===== config.mk =====
export PLATFORM = sky130hd
export DESIGN_NAME = chunked_serial_adder
export DESIGN_NICKNAME = d
export VERILOG_FILES = /design/src/rtl/chunked_serial_adder.sv
export SDC_FILE = /design/constraint.sdc
export NUM_CORES = 1
export LEC_CHECK = 0
export BUFFER_PORTS_ARGS = -buffer_cell sky130_fd_sc_hd__buf_2
export CORE_ASPECT_RATIO = 1.5
export CORE_MARGIN = 2
export CORE_UTILIZATION = 30
export CTS_BUF_LIST = sky130_fd_sc_hd__clkbuf_2
export DETAILED_ROUTE_END_ITERATION = 10
export GPL_ROUTABILITY_DRIVEN = 0
export SYNTH_ARGS = -nofsm -noshare
export SYNTH_HDL_FRONTEND = slang
export SYNTH_SLANG_ARGS = --single-unit

===== constraint.sdc =====
create_clock -name clk -period 6.3 [get_ports clk]
set_input_delay 0.63 -clock clk [delete_from_list [all_inputs] [get_ports clk]]
set_output_delay 0.63 -clock clk [all_outputs]
set_load 0.02 [all_outputs]

===== src/rtl/chunked_serial_adder.sv =====
// ---------------------------------------------------------------------------
// chunked_serial_adder
//
// Multi-cycle N-bit adder/subtractor. Operands are captured through a
// valid/ready handshake. The block then adds one CHUNK-bit slice per clock,
// keeping the inter-slice carry in a flop. The result is presented through a
// second valid/ready handshake.
//
// Optional feature macro: CHUNKED_SERIAL_ADDER_OVF_EN
//   When defined, the block adds output port ovf: the two's-complement signed
//   overflow of the last operation, registered together with Cout.
//
// Parameters:
//   N      operand/result width (N >= 1)
//   CHUNK  bits added per cycle (1 <= CHUNK <= N, N % CHUNK == 0)
//
// Ports:
//   clk        rising-edge clock
//   rst_n      synchronous reset, active-low
//   in_valid   operand pair valid
//   in_ready   block can accept operands (IDLE and not in reset)
//   A, B       operands
//   Cin        carry-in, add mode only
//   sub        0 = A + B + Cin, 1 = A - B
//   out_valid  result valid
//   out_ready  downstream accepts result
//   Sum        registered result
//   Cout       final carry-out; in subtract mode 1 = no borrow
//   ovf        signed overflow (only with CHUNKED_SERIAL_ADDER_OVF_EN)
// ---------------------------------------------------------------------------
module chunked_serial_adder #(
    parameter int N     = 8,
    parameter int CHUNK = 2
) (
    input  logic         clk,
    input  logic         rst_n,
    input  logic         in_valid,
    output logic         in_ready,
    input  logic [N-1:0] A,
    input  logic [N-1:0] B,
    input  logic         Cin,
    input  logic         sub,
    output logic         out_valid,
    input  logic         out_ready,
    output logic [N-1:0] Sum,
    output logic         Cout
`ifdef CHUNKED_SERIAL_ADDER_OVF_EN
    ,
    output logic         ovf
`endif
);

    localparam int NSLICE = N / CHUNK;
    localparam int IDXW   = (NSLICE > 1) ? $clog2(NSLICE) : 1;
    localparam logic [IDXW-1:0] LAST_IDX = IDXW'(NSLICE - 1);

    // Reject illegal slicing at elaboration time.
    if ((N < 1) || (CHUNK < 1) || (CHUNK > N) || ((N % CHUNK) != 0)) begin : g_param_check
        $error("chunked_serial_adder: illegal N/CHUNK combination");
    end

    typedef enum logic [1:0] {
        IDLE = 2'd0,
        BUSY = 2'd1,
        DONE = 2'd2
    } state_t;

    state_t            state_r;
    state_t            next_state_s;
    logic [N-1:0]      opa_r;
    logic [N-1:0]      opb_r;
    logic              carry_r;
    logic [IDXW-1:0]   idx_r;
    logic [N-1:0]      sum_r;
    logic              cout_r;
    logic              out_valid_r;
    logic [CHUNK-1:0]  a_slice_s;
    logic [CHUNK-1:0]  b_slice_s;
    logic [CHUNK:0]    slice_add_s;
    logic              last_slice_s;
`ifdef CHUNKED_SERIAL_ADDER_OVF_EN
    logic              ovf_r;
    logic              slice_ovf_s;
`endif

    // Select the current slice and form its CHUNK-bit sum with carry-out.
    always_comb begin
        a_slice_s    = opa_r[idx_r*CHUNK +: CHUNK];
        b_slice_s    = opb_r[idx_r*CHUNK +: CHUNK];
        slice_add_s  = {1'b0, a_slice_s} + {1'b0, b_slice_s} + {{CHUNK{1'b0}}, carry_r};
        last_slice_s = (idx_r == LAST_IDX);
    end

`ifdef CHUNKED_SERIAL_ADDER_OVF_EN
    // Carry into the MSB equals a ^ b ^ s at that bit; overflow is it XOR carry-out.
    always_comb begin
        slice_ovf_s = a_slice_s[CHUNK-1] ^ b_slice_s[CHUNK-1]
                    ^ slice_add_s[CHUNK-1] ^ slice_add_s[CHUNK];
    end
`endif

    // Next-state logic for the IDLE -> BUSY -> DONE sequence.
    always_comb begin
        next_state_s = state_r;
        case (state_r)
            IDLE: begin
                if (in_valid) begin
                    next_state_s = BUSY;
                end else begin
                    next_state_s = IDLE;
                end
            end
            BUSY: begin
                if (last_slice_s) begin
                    next_state_s = DONE;
                end else begin
                    next_state_s = BUSY;
                end
            end
            DONE: begin
                if (out_ready) begin
                    next_state_s = IDLE;
                end else begin
                    next_state_s = DONE;
                end
            end
            default: begin
                next_state_s = IDLE;
            end
        endcase
    end

    // State register and datapath: capture, per-slice accumulate, retire.
    always_ff @(posedge clk) begin
        if (!rst_n) begin
            state_r     <= IDLE;
            opa_r       <= {N{1'b0}};
            opb_r       <= {N{1'b0}};
            carry_r     <= 1'b0;
            idx_r       <= {IDXW{1'b0}};
            sum_r       <= {N{1'b0}};
            cout_r      <= 1'b0;
            out_valid_r <= 1'b0;
`ifdef CHUNKED_SERIAL_ADDER_OVF_EN
            ovf_r       <= 1'b0;
`endif
        end else begin
            state_r <= next_state_s;
            case (state_r)
                IDLE: begin
                    if (in_valid) begin
                        opa_r   <= A;
                        // Subtraction as A + ~B + 1.
                        opb_r   <= sub ? ~B : B;
                        carry_r <= sub ? 1'b1 : Cin;
                        idx_r   <= {IDXW{1'b0}};
                    end
                end
                BUSY: begin
                    sum_r[idx_r*CHUNK +: CHUNK] <= slice_add_s[CHUNK-1:0];
                    carry_r                     <= slice_add_s[CHUNK];
                    idx_r                       <= idx_r + IDXW'(1);
                    if (last_slice_s) begin
                        cout_r      <= slice_add_s[CHUNK];
                        out_valid_r <= 1'b1;
`ifdef CHUNKED_SERIAL_ADDER_OVF_EN
                        ovf_r       <= slice_ovf_s;
`endif
                    end
                end
                DONE: begin
                    if (out_ready) begin
                        out_valid_r <= 1'b0;
                    end
                end
                default: begin
                    out_valid_r <= 1'b0;
                end
            endcase
        end
    end

    assign in_ready  = (state_r == IDLE) && rst_n;
    assign out_valid = out_valid_r;
    assign Sum       = sum_r;
    assign Cout      = cout_r;
`ifdef CHUNKED_SERIAL_ADDER_OVF_EN
    assign ovf       = ovf_r;
`endif

endmodule

==> results.rst <==
.. list-table::
   :header-rows: 1

   * - Metric
     - Value
   * - Status
     - completed
   * - Worst IR drop on VDD
     - roughly 0.11 mV
   * - Routed wire per std cell
     - between 10 and 15 um
   * - Clock Pin Slew Worst Setup and Hold Paths
     - 0.16 ns
   * - Count of antenna diodes in the layout
     - 0
   * - RSZ-0062 raised after global routing
     - false
   * - Max capacitance violation total
     - 0
   * - H-tree depth
     - 2
   * - Number of vias per cell after detailed routing
     - around 4.6
   * - Fraction of final layout cells sized beyond drive strength 1
     - 25.1%
   * - Netlist Area Pre-Place
     - ~0.0016 mm2
   * - Clk sinks
     - 31
   * - I/O Buffers
     - 32
   * - Global-route usage over all layers
     - a little under an eighth
   * - Core Box Area
     - 0.00516 mm2
   * - Maximum clock skew at final layout
     - about 0.011 ns
   * - Cell occurring most often along the worst timing path
     - sky130_fd_sc_hd__fa_1
   * - Pin count of the biggest net entering global routing
     - 32
   * - I/O Pins
     - 33
   * - Cell variety after synth
     - 32
   * - Via count of the first global-routing pass
     - ~1.2k
   * - Resized Gates After CTS
     - 0
   * - Antenna violations before repair
     - 0
   * - Synth warn
     - 0
   * - Fin Setup TNS
     - 0 ns
   * - Final HPWL from detailed placement
     - 2370 um
   * - Total wire length after detailed routing
     - around 3200 um
   * - Portion of the post-synthesis area used by sequential elements
     - between 30% and 40%
   * - P per Cell Area
     - 226 mW/mm2
   * - Router iterations before antenna repair
     - 4
   * - Final hold vios
     - 0
   * - Post-CTS Setup Inserts
     - 0
   * - Total via count after detailed routing
     - around 1.2k
   * - Reg-to-reg slack, setup
     - approximately 3.7 ns
   * - Setup slack after placement
     - approximately 3.7 ns
   * - Starting density of the core
     - 31.1%
   * - Post-route cell area
     - about 0.0018 mm2
   * - Fmax achieved
     - roughly 0.38 GHz
   * - Antenna-violating nets left
     - 0
   * - Total Nets Final
     - 220
   * - Overall die area
     - about 0.0060 mm2
   * - Syn Area/Cell
     - 9.91 um2
   * - Mapped Nets
     - between 150 and 200
   * - Count of hold buffers inserted by post-cts repair
     - 0
   * - Synthesized netlist cell count
     - 162
   * - Cell-by-cell listing of the critical path
     - mux4_2, fa_1, fa_1, nand4_1, a21boi_1
   * - Number of DRC violations after detailed routing
     - 0
   * - Layout-stage area growth over the synthesis result
     - 14.2%
   * - Fin crit period
     - around 2.6 ns
   * - Wire length of the first global-routing pass
     - ~5300 um
   * - Number of buffers on the longest clock path
     - 2
   * - Critical path fanouts, max
     - 13
   * - Flops & latches, synth
     - 31
   * - Startpoint type of the worst setup path
     - register
   * - Slew margin rel.
     - 45.6%
   * - Measured slew at the worst slew-check pin
     - 0.815 ns
   * - Type of element capturing the critical path
     - register
   * - Cell with the biggest individual delay on the critical path
     - sky130_fd_sc_hd__dfxtp_1
   * - Total overflow reported by the global router
     - 0
   * - Leakage power of the design
     - 0.795 nW
   * - Largest stage delay, worst path
     - 0.69 ns
   * - Clock root buffer
     - sky130_fd_sc_hd__clkbuf_2
   * - Die boundary height
     - around 94 um
   * - Final worst-path setup slack
     - around 3.7 ns
   * - Area of placed instances
     - 0.00177 mm2
   * - Critical Setup Path Class
     - reg2reg
   * - Share of the clock period used by the worst path
     - 41.6%
   * - Number of buffers inserted during clock tree synthesis
     - 5
   * - Clock tree from TritonCTS
     - built
   * - Critical path required time
     - 6.61 ns
   * - Width of the chip
     - about 64 um
   * - # setup viols final
     - 0
   * - DR iter-0 viols
     - 29
   * - Floorplan row count
     - 32
   * - Critical Path AT
     - just under 3 ns
   * - Final number of max-transition violations
     - 0
   * - Skew-Pair Late Insertion Delay
     - approximately 0.36 ns
   * - Path type of the worst min-delay path
     - reg2reg
## flip-flops by register name, indices dropped and copies added, names as in the netlist
register and count:
idx_r 2, Sum 8, opb_r 8, out_valid 1, opa_r 8, state_r 2
carry_r 1, Cout 1
## per-layer routing
layer  wire [um]  up-vias  GRT usage, %
li1            -      621             -
met1        1370      548          13.4
met2        1630       25          18.5
met3         133        6          3.61
met4          85        0          7.43
met5           0        -             0
## worst paths after layout
kind | cells past startpoint | to | start
worst max-delay path | 5 | Sum[5] | idx_r[0]
worst min-delay path | 2 | Sum[1] | Sum[1]
worst max register to register | 5 | Sum[5] | idx_r[0]
worst min register to register | 2 | Sum[1] | Sum[1]
## synthesized netlist by cell type (all sizes together)
cell type	n	share of area [%]
o211a	8	5.0
mux4	4	5.6
nand2b	2	0.78
dfxtp	31	39
xnor2	8	4.4
nor4bb	1	0.62
o21a	1	0.47
mux2i	1	0.62
a32oi	2	1.1
inv	2	0.47
ha	6	4.7
nor2	3	0.70
nor3b	3	2.1
nand3	2	0.62
o21ai	3	0.94
nor2b	4	1.6
fa	2	2.5
nand4	7	2.7
or3b	1	0.55
buf	8	4.4
clkbuf	3	0.70
and3b	1	0.55
a211oi	1	0.47
nand2	35	8.2
a21boi	18	9.4
nand3b	5	2.3
## placed cells by master (no fill, tap or decap), types with 2 or more instances in the layout
master                     instances
sky130_fd_sc_hd__nand2_1          35
sky130_fd_sc_hd__buf_2            32
sky130_fd_sc_hd__dfxtp_1          31
sky130_fd_sc_hd__a21boi_1         11
sky130_fd_sc_hd__xnor2_1           8
sky130_fd_sc_hd__o211a_1           8
sky130_fd_sc_hd__nand4_1           7
sky130_fd_sc_hd__ha_1              6
sky130_fd_sc_hd__nand3b_1          5
sky130_fd_sc_hd__clkbuf_2          5
sky130_fd_sc_hd__mux4_2            4
sky130_fd_sc_hd__a21boi_2          4
sky130_fd_sc_hd__nor2b_1           4
sky130_fd_sc_hd__nor2_1            3
sky130_fd_sc_hd__a21boi_0          3
sky130_fd_sc_hd__inv_1             2
sky130_fd_sc_hd__nand2b_1          2
sky130_fd_sc_hd__o21ai_0           2
sky130_fd_sc_hd__nand3_1           2
sky130_fd_sc_hd__a32oi_1           2
sky130_fd_sc_hd__nor3b_1           2
sky130_fd_sc_hd__fa_1              2
## final cells by class
cell class	count	area (um2)
well taps	68	85.1
repair buffers	32	160
clock inverters	3	38.8
clock buffers	5	25.0
inverters	2	7.51
multi-input cells	118	896
flip-flops and latches	31	621
fillers	557	3330
## worst max-delay path, delay by kind of cell, from the launching register on
kind / cells / cell delay, ns
adders and majority gates: 2 / 1.02
and+or+nand+nor: 1 / 0.11
AOI/OAI and AO/OA: 1 / 0.17
DFF: 1 / 0.69
muxes: 1 / 0.59
## power by group
part           leakage (nW)  switching [mW]  internal [mW]
Sequential            0.254          0.0102          0.206
Clock                0.0404          0.0689         0.0653
Combinational         0.501          0.0326         0.0311
## kinds of logic after synthesis
family | synth area share, %
mux | 6.24
flops | 38.7
compound gates | 17.3
xor+xnor | 4.36
buf+inv | 5.53
fa+ha+maj | 7.17
simple gates | 20.7
## per-stage QoR
stage	std cells	hold WS, ns	util (%)	total power [mW]
3_3_place_gp	251	0.439	34.3	0.284
6_report	259	0.456	35.5	0.414
2_1_floorplan	162	0.432	-	0.269
4_1_cts	259	0.449	35.5	0.422
3_5_place_dp	251	0.440	34.3	0.285
5_1_grt	259	0.429	35.5	0.440
Note: power is estimated with default switching activity, not from simulation.
